==> config.mk <==
export PLATFORM = sky130hd
export DESIGN_NAME = iob_regfile_2p_clr
export DESIGN_NICKNAME = d
export VERILOG_FILES = /design/src/rtl/iob_regfile_2p_clr.sv
export SDC_FILE = /design/constraint.sdc
export NUM_CORES = 1
export LEC_CHECK = 0
export ABC_AREA = 1
export BUFFER_PORTS_ARGS = -buffer_cell sky130_fd_sc_hd__buf_2
export CAP_MARGIN = 20
export CORE_UTILIZATION = 55
export DETAILED_ROUTE_END_ITERATION = 16
export MAX_ROUTING_LAYER = met4
export PLACE_DENSITY = 0.75
export SYNTH_ARGS = -nofsm -noshare
export SYNTH_HDL_FRONTEND = slang
export SYNTH_SLANG_ARGS = --single-unit
==> constraint.sdc <==
create_clock -name clk -period 2.7 [get_ports clk]
set_input_delay 0.135 -clock clk [delete_from_list [all_inputs] [get_ports clk]]
set_output_delay 0.135 -clock clk [all_outputs]
set_load 0.01 [all_outputs]
==> src/rtl/iob_regfile_2p_clr.sv <==
// Two-port (1W/1R) register file with per-column write enables, selectable read
// latency, optional write-first bypass and a row-by-row clear engine.
module iob_regfile_2p_clr #(
  parameter int unsigned NUM_COL    = 4,
  parameter int unsigned COL_WIDTH  = 8,
  parameter int unsigned ADDR_WIDTH = 4,
  parameter int unsigned DATA_WIDTH = NUM_COL * COL_WIDTH,
  parameter int unsigned RD_LAT     = 1,
  parameter int unsigned BYPASS     = 1
) (
  input  logic                  clk,
  input  logic                  rst,
  input  logic                  clear_req,
  output logic                  busy,
  input  logic [NUM_COL-1:0]    we,
  input  logic [ADDR_WIDTH-1:0] waddr,
  input  logic [DATA_WIDTH-1:0] wdata,
  input  logic                  re,
  input  logic [ADDR_WIDTH-1:0] raddr,
  output logic [DATA_WIDTH-1:0] rdata,
  output logic                  rvalid
);

  localparam int unsigned Depth = 2 ** ADDR_WIDTH;
  localparam logic [ADDR_WIDTH-1:0] LastRow = ADDR_WIDTH'(Depth - 1);

  typedef enum logic [0:0] {StIdle, StClear} state_e;

  state_e                state_q, state_d;
  logic [ADDR_WIDTH-1:0] cnt_q, cnt_d;
  logic [DATA_WIDTH-1:0] mem_q [Depth];
  logic [DATA_WIDTH-1:0] rd_word;

  assign busy = (state_q == StClear);

  always_comb begin
    state_d = state_q;
    cnt_d   = cnt_q;
    unique case (state_q)
      StIdle: begin
        if (clear_req) begin
          state_d = StClear;
          cnt_d   = '0;
        end
      end
      StClear: begin
        cnt_d = cnt_q + 1'b1;
        if (cnt_q == LastRow) state_d = StIdle;
      end
      default: state_d = StIdle;
    endcase
  end

  always_ff @(posedge clk) begin
    if (rst) begin
      state_q <= StClear;
      cnt_q   <= '0;
    end else begin
      state_q <= state_d;
      cnt_q   <= cnt_d;
    end
  end

  // The array is left untouched in the reset cycle; the clear engine zeroes it afterwards.
  always_ff @(posedge clk) begin
    if (!rst) begin
      if (busy) begin
        mem_q[cnt_q] <= '0;
      end else begin
        for (int unsigned i = 0; i < NUM_COL; i++) begin
          if (we[i]) mem_q[waddr][i*COL_WIDTH +: COL_WIDTH] <= wdata[i*COL_WIDTH +: COL_WIDTH];
        end
      end
    end
  end

  // Write-first merge is per column so partial writes return a mix of new and stored bytes.
  always_comb begin
    rd_word = mem_q[raddr];
    if (BYPASS != 0 && !busy && waddr == raddr) begin
      for (int unsigned i = 0; i < NUM_COL; i++) begin
        if (we[i]) rd_word[i*COL_WIDTH +: COL_WIDTH] = wdata[i*COL_WIDTH +: COL_WIDTH];
      end
    end
  end

  if (RD_LAT == 0) begin : g_rd_comb
    assign rdata  = rd_word;
    assign rvalid = re & ~busy;
  end else begin : g_rd_reg
    logic [DATA_WIDTH-1:0] rdata_q;
    logic                  rvalid_q;

    always_ff @(posedge clk) begin
      if (rst) begin
        rdata_q  <= '0;
        rvalid_q <= 1'b0;
      end else if (re && !busy) begin
        rdata_q  <= rd_word;
        rvalid_q <= 1'b1;
      end else begin
        rvalid_q <= 1'b0;
      end
    end

    assign rdata  = rdata_q;
    assign rvalid = rvalid_q;
  end

endmodule

==> results of run 1 <==
==> power by group <==
| part | total (mW) | internal, mW | switching [mW] |
|---|---|---|---|
| logic | 1.06 | 0.305 | 0.755 |
| registers | 9.32 | 9.29 | 0.0268 |
| clock network | 7.97 | 4.77 | 3.21 |
| total | 18.4 | 14.4 | 3.99 |
==> sequential cells by signal, summed over array words and instances, names as in the netlist <==
name / cells
busy: 1
cnt_q: 4
mem_q: 512
rdata: 32
rvalid: 1
==> per-stage QoR <==
| stage | worst slack (ns) | util [%] |
|---|---|---|
| finish | 0.401 | 64.3 |
| global route | 0.271 | 64.3 |
| CTS | 0.423 | 64.3 |
| detailed placement | 0.384 | 59.6 |
| global placement | 0.455 | 59.6 |
| floorplan | 0.751 | - |
==> routing by layer <==
layer / vias up / part of all wire, % / global-route usage, % / wire length [µm]
li1: 8313 / - / - / -
met1: 8421 / 38 / 39.0 / 24500
met2: 991 / 47 / 46.7 / 30000
met3: 200 / 11 / 6.30 / 6770
met4: 0 / 4.6 / 13.4 / 2970
met5: - / 0 / - / 0
==> layout make-up <==
class,instances,share of cell area (%)
diodes,1,0.00902
clock buffers,70,5.53
clock inverters,33,1.32
inverters,339,4.62
multi-input cells,1451,22.1
flip-flops and latches,550,58.1
well taps,585,2.64
repair buffers,220,5.69
==> what timing repair did <==
item | CTS | global route
hold endpoints to repair | 14 | 0
hold buffers | 12 | 0
setup endpoints to repair | 0 | 0
==> cell usage after synthesis <==
master,count,share of area [%]
buf_1,20,0.31
o31ai_1,1,0.031
inv_2,6,0.093
a21oi_1,37,0.77
nand2_2,1,0.026
o21ai_0,3,0.062
nor2_2,7,0.18
dfxtp_1,38,3.2
nand2_1,897,14
nand4_1,33,0.86
nand3_1,353,7.3
nor2_1,101,1.6
nand3_2,4,0.17
inv_1,333,5.2
edfxtp_1,512,64
nor2_4,1,0.047
or2_2,1,0.026
clkbuf_1,46,0.72
o21ai_2,4,0.15
buf_4,2,0.062
o21ai_1,6,0.12
ha_1,1,0.052
o211ai_1,1,0.031
buf_2,66,1.4
==> critical path, stage by stage (launching register included) <==
cell and delay (ns):
dfxtp_1 0.33, nor2_2 0.13, o21ai_1 0.09, nand2_2 0.20
nand2_1 0.10, o21ai_2 0.10, inv_1 0.11, nor2_2 0.16
nand2_1 0.35, nor2_1 0.22, buf_4 0.20
==> worst min path at each step <==
stage	depth (start not counted)	startpoint	endpoint	slack (ns)
2_1_floorplan	3	clear_req	cnt_q[3]	0.33
3_3_place_gp	2	rdata[24]	rdata[24]	0.45
3_5_place_dp	2	rdata[25]	rdata[25]	0.45
4_1_cts	7	wdata[22]	rdata[22]	0.001
5_1_grt	7	wdata[16]	rdata[16]	0.04
6_report	7	wdata[22]	rdata[22]	0.02
==> cell families (layout without fill, tap and decap cells) <==
group	Yosys count	count (layout)	share of synthesized area [%]
compound gates	52	52	1.16
fa+ha+maj	1	1	0.0519
buf+inv	473	662	7.73
flops	550	550	66.9
other cells	0	1	0
simple gates	1398	1398	24.2
==> reports/results.ini, run 1 <==
[die]
core_region_area_um2 = 43200
fp.dieH_um = 211
die_area_um2 = 44700
num_rows = 76
initial_utilization_pct = 55.9
die_w_um = 211
io_pins = 82

[logic_synthesis]
syn_area_um2 = 24100
synthCells = 2474
synth_nets = 2523
synth_cell_types = 24
avgSynthCellArea_um2 = 9.75
ys_seq_area_share_pct = 66.9
ys_warn_count = 0
ys_seq_elements = 550

[routing]
wl_per_cell_um = 19.8
dr.pass1.iters = 6
drt_wl_total_um = 64200
postRouteAntennaNets = 0
vias_per_cell = 5.52
vias = 17900
drt-initial-drc-count = 2073
remaining_drc_errors = 0

[power_and_ir_drop]
ir_drop_mv = 0.498
static-leakage-power_nw = 12.2
finalPower_mw = 18.4
powerDensity_nw_per_um2 = 661

[setup_path]
endpoint_kind = register
criticalPathCategory = reg2reg
rr_worst_depth = 10
worstPathMaxFanout = 9
arrival_ns = 2.61
cp_data_required_time_ns = 3.01
reg2reg_to = mem_q[5][4]
reg2reg_setup_slack_ns = 0.40
r2r_start = busy
startpoint = busy
cp-start-kind = register
worstSetupEndpoint = mem_q[5][4]

[placement]
portBuffers = 81
place.gp.congestion = 0.945
dp.final_hpwl_um = 39300
place_area_um2 = 25700
placed_cells = 3133

[clocking]
cts.sink_count = 550
clk_pin_slew_ns = 0.07
h-tree-depth = 2
post_cts_resized = 0
numCtsBuffers = 55
ctsRootBufferMaster = clkbuf_16
cts_max_path_buffers = 3
clock_latency_ns = 0.62
cts_tree = yes
cts_setup_buffers = 0

[cells_and_area]
fin_cells = 3249
nets = 2666
final_layout_size_suffix_gt1_share_pct = 12.1
seq_area_um2 = 16100
multiInputGateArea_um2 = 6120
layout_common_cells = nand2_1 (897), edfxtp_1 (512), nand3_1 (353)
n_fill_cell = 3382
final_design_area_no_fill_um2 = 27800
layout_commonest_cell = nand2_1
area_growth_pct = 15.0

[run]
maxCapViolCount = 0

[timing]
max_slew_margin_pct = 34.9
hold_slack_ns = 0.0156
fin_tns_setup_ns = 0
setup_viol = 0
rsz0062_at_grt = false
final.min_clock_period_ns = 2.30
tightest_slew_ns = 0.975
fin_crit_sh_pct = 85.2
finClkSkew_ns = 0.0179
max_freq_ghz = 0.435
slew_viol_final = 0
finalHoldViolations = 0

[global_route]
grt_pass1_wl_um = 98000
antenna_found_initial = 1
grt_max_degree = 137
track_usage_pct = 30.3
overflow = 0
grt_pass1_vias = 17300

[worst_hold_path]
min_path_type = in2reg

[outcome]
outcome = finished, final reports clean

(Power assumes the default switching activity.)
==> run 2, diff against run 1 <==
--- a/config.mk
+++ b/config.mk
@@ -8,6 +8,7 @@
 export ABC_AREA = 1
 export BUFFER_PORTS_ARGS = -buffer_cell sky130_fd_sc_hd__buf_2
 export CAP_MARGIN = 20
+export CORE_ASPECT_RATIO = 1.75
 export CORE_UTILIZATION = 55
 export DETAILED_ROUTE_END_ITERATION = 16
 export MAX_ROUTING_LAYER = met4
==> run 2 against run 1 <==
Against the previous run:
- cell count is 1.7% lower
- critical path depth is 1 lower
- core utilization is 1.5 points lower
- global-route usage is 0.14 points lower
- flip-flop and latch count stayed put
- total power is 6.5% lower
- sequential power hardly changed
- die area hardly changed
- non-clock buffer count is 16 lower
- wire length is 0.21% higher
- via count is 1.3% lower
- largest cell class unchanged
==> reports/results.ini, run 2 (synthesized netlist as in run 1, its figures left out) <==
[outcome]
outcome = finished, final reports clean  ; unchanged

[clocking]
clock_latency_ns = 0.57  ; was 0.62 ns
clk_pin_slew_ns = 0.07  ; about the same
cts_max_path_buffers = 3  ; unchanged
ctsRootBufferMaster = clkbuf_16  ; unchanged
numCtsBuffers = 46  ; was 55
cts.sink_count = 550  ; unchanged
h-tree-depth = 2  ; unchanged
cts_tree = yes  ; unchanged

[setup_path]
endpoint_kind = register  ; unchanged
worstPathMaxFanout = 9  ; unchanged
arrival_ns = 2.59  ; was 2.61 ns
r2r_start = busy  ; unchanged
crit_chain = nor2_2, o21ai_1, nand2_2, nand2_1, o21ai_2, inv_1, nor2_2, nand2_1, nor2_1  ; was nor2_2, o21ai_1, nand2_2, nand2_1, o21ai_2, inv_1, nor2_2, nand2_1, nor2_1, buf_4
cp-start-kind = register  ; unchanged
startpoint = busy  ; unchanged
worst_path_largest_cell_delay_ns = 0.60  ; was 0.35 ns
cp_data_required_time_ns = 2.91  ; was 3.01 ns
criticalPathCategory = reg2reg  ; unchanged
worst_path_max_delay_cell = nor2_1  ; was nand2_1

[routing]
drt-initial-drc-count = 1784  ; was 2073
dr.pass1.iters = 6  ; unchanged
vias = 17700  ; was 17900
wl_per_cell_um = 20.1  ; was 19.8 µm
postRouteAntennaNets = 0  ; unchanged
remaining_drc_errors = 0  ; unchanged
drt_wl_total_um = 64300  ; was 64200 µm
vias_per_cell = 5.54  ; was 5.52

[power_and_ir_drop]
powerDensity_nw_per_um2 = 631  ; was 661 nW/µm²
finalPower_mw = 17.2  ; was 18.4 mW
static-leakage-power_nw = 12.0  ; was 12.2 nW
ir_drop_mv = 0.525  ; was 0.498 mV

[cells_and_area]
regMostFlops = mem_q  ; unchanged
layout_common_cells = nand2_1 (897), edfxtp_1 (512), nand3_1 (353)  ; unchanged
area_growth_pct = 12.8  ; was 15.0%
seq_area_um2 = 16100  ; unchanged
largest_reg_flops = 512  ; unchanged
fin_cells = 3195  ; was 3249
nets = 2641  ; was 2666
final_design_area_no_fill_um2 = 27200  ; was 27800 µm²
antenna_cells = 0  ; was 1
n_fill_cell = 3315  ; was 3382
layout_commonest_cell = nand2_1  ; unchanged
multiInputGateArea_um2 = 6120  ; unchanged
utilization_pct = 62.8  ; was 64.3%
final_layout_size_suffix_gt1_share_pct = 11.4  ; was 12.1%

[timing]
finalHoldViolations = 0  ; unchanged
slew_viol_final = 0  ; unchanged
fin_tns_setup_ns = 0  ; unchanged
setup_slack_ns = 0.318  ; was 0.401 ns
fin_crit_sh_pct = 88.2  ; was 85.2%
max_freq_ghz = 0.420  ; was 0.435 GHz
setup_viol = 0  ; unchanged
tightest_slew_ns = 1.04  ; was 0.975 ns
hold_slack_ns = 0.0329  ; was 0.0156 ns
final.min_clock_period_ns = 2.38  ; was 2.30 ns
finClkSkew_ns = 0.0138  ; was 0.0179 ns
rsz0062_at_grt = false  ; unchanged
max_slew_margin_pct = 30.1  ; was 34.9%

[placement]
placed_cells = 3108  ; was 3133
post-place-ws_ns = 0.394  ; was 0.384 ns
place_area_um2 = 25600  ; was 25700 µm²
portBuffers = 81  ; unchanged
place.gp.congestion = 0.924  ; was 0.945
dp.final_hpwl_um = 41400  ; was 39300 µm

[die]
core_region_area_um2 = 43300  ; was 43200 µm²
fp.dieH_um = 279  ; was 211 µm
io_pins = 82  ; unchanged
initial_utilization_pct = 55.6  ; was 55.9%
die_area_um2 = 44700  ; about the same
num_rows = 101  ; was 76
die_w_um = 160  ; was 211 µm

[global_route]
grt_pass1_wl_um = 97100  ; was 98000 µm
grt_max_degree = 161  ; was 137
antenna_found_initial = 0  ; was 1
overflow = 0  ; unchanged
grt_pass1_vias = 17500  ; was 17300
track_usage_pct = 30.2  ; was 30.3%

[worst_hold_path]
hp-start = wdata[0]  ; was wdata[22]
min_path_type = in2reg  ; unchanged

[run]
maxCapViolCount = 0  ; unchanged

==> run 2: changes by cell type in the layout (fill, tap and decap cells not counted), moves of 2 or more <==
cell,before,now
buf_12,7,5
buf_4,121,117
bufinv_16,8,5
clkbuf_16,57,49
clkbuf_8,7,3
clkinv_2,13,10
clkinv_4,0,3
dlygate4sd3_1,12,2
==> run 2: power breakdown <==
part | switching [mW] | internal [mW]
logic | 0.751 | 0.291
clock network | 2.96 | 3.85
registers | 0.0273 | 9.28
total | 3.74 | 13.4
==> run 2: repair_timing <==
item                      CTS  global route
buffers inserted            0             0
hold endpoints to repair    6             0
gates resized for setup     0             0
hold buffers                2             0
==> run 2: path summary, 6_finish.rpt <==
kind | end | slack, ns | depth (start not counted)
max | mem_q[8][1] | 0.32 | 9
min reg2reg | rdata[14] | 0.46 | 2
min | rdata[0] | 0.03 | 7
max reg2reg | mem_q[8][1] | 0.32 | 9
==> run 2: area by class of cell <==
| cell class | instances | area share (%) |
|---|---|---|
| sequential | 550 | 59.3 |
| inverter | 339 | 4.71 |
| timing repair buffer | 204 | 5.17 |
| multi-input combinational | 1451 | 22.5 |
| clock buffer | 57 | 4.69 |
| clock inverter | 28 | 1.01 |
| tap | 566 | 2.60 |
==> run 2: routing by layer <==
layer	routed length, µm	GRT usage, %	up-vias	part of all wire, %
met5	0	-	-	0
met4	5090	22.3	0	7.9
met3	4930	3.37	243	7.7
met2	32700	51.9	952	51
met1	21600	32.0	8249	34
li1	-	-	8241	-
==> run 2: worst max-delay path: cells and delay by family (launching register included) <==
family | cells | cell delay, ns
compound gates | 2 | 0.17
simple gates | 6 | 1.41
buf+inv | 1 | 0.11
flops | 1 | 0.32
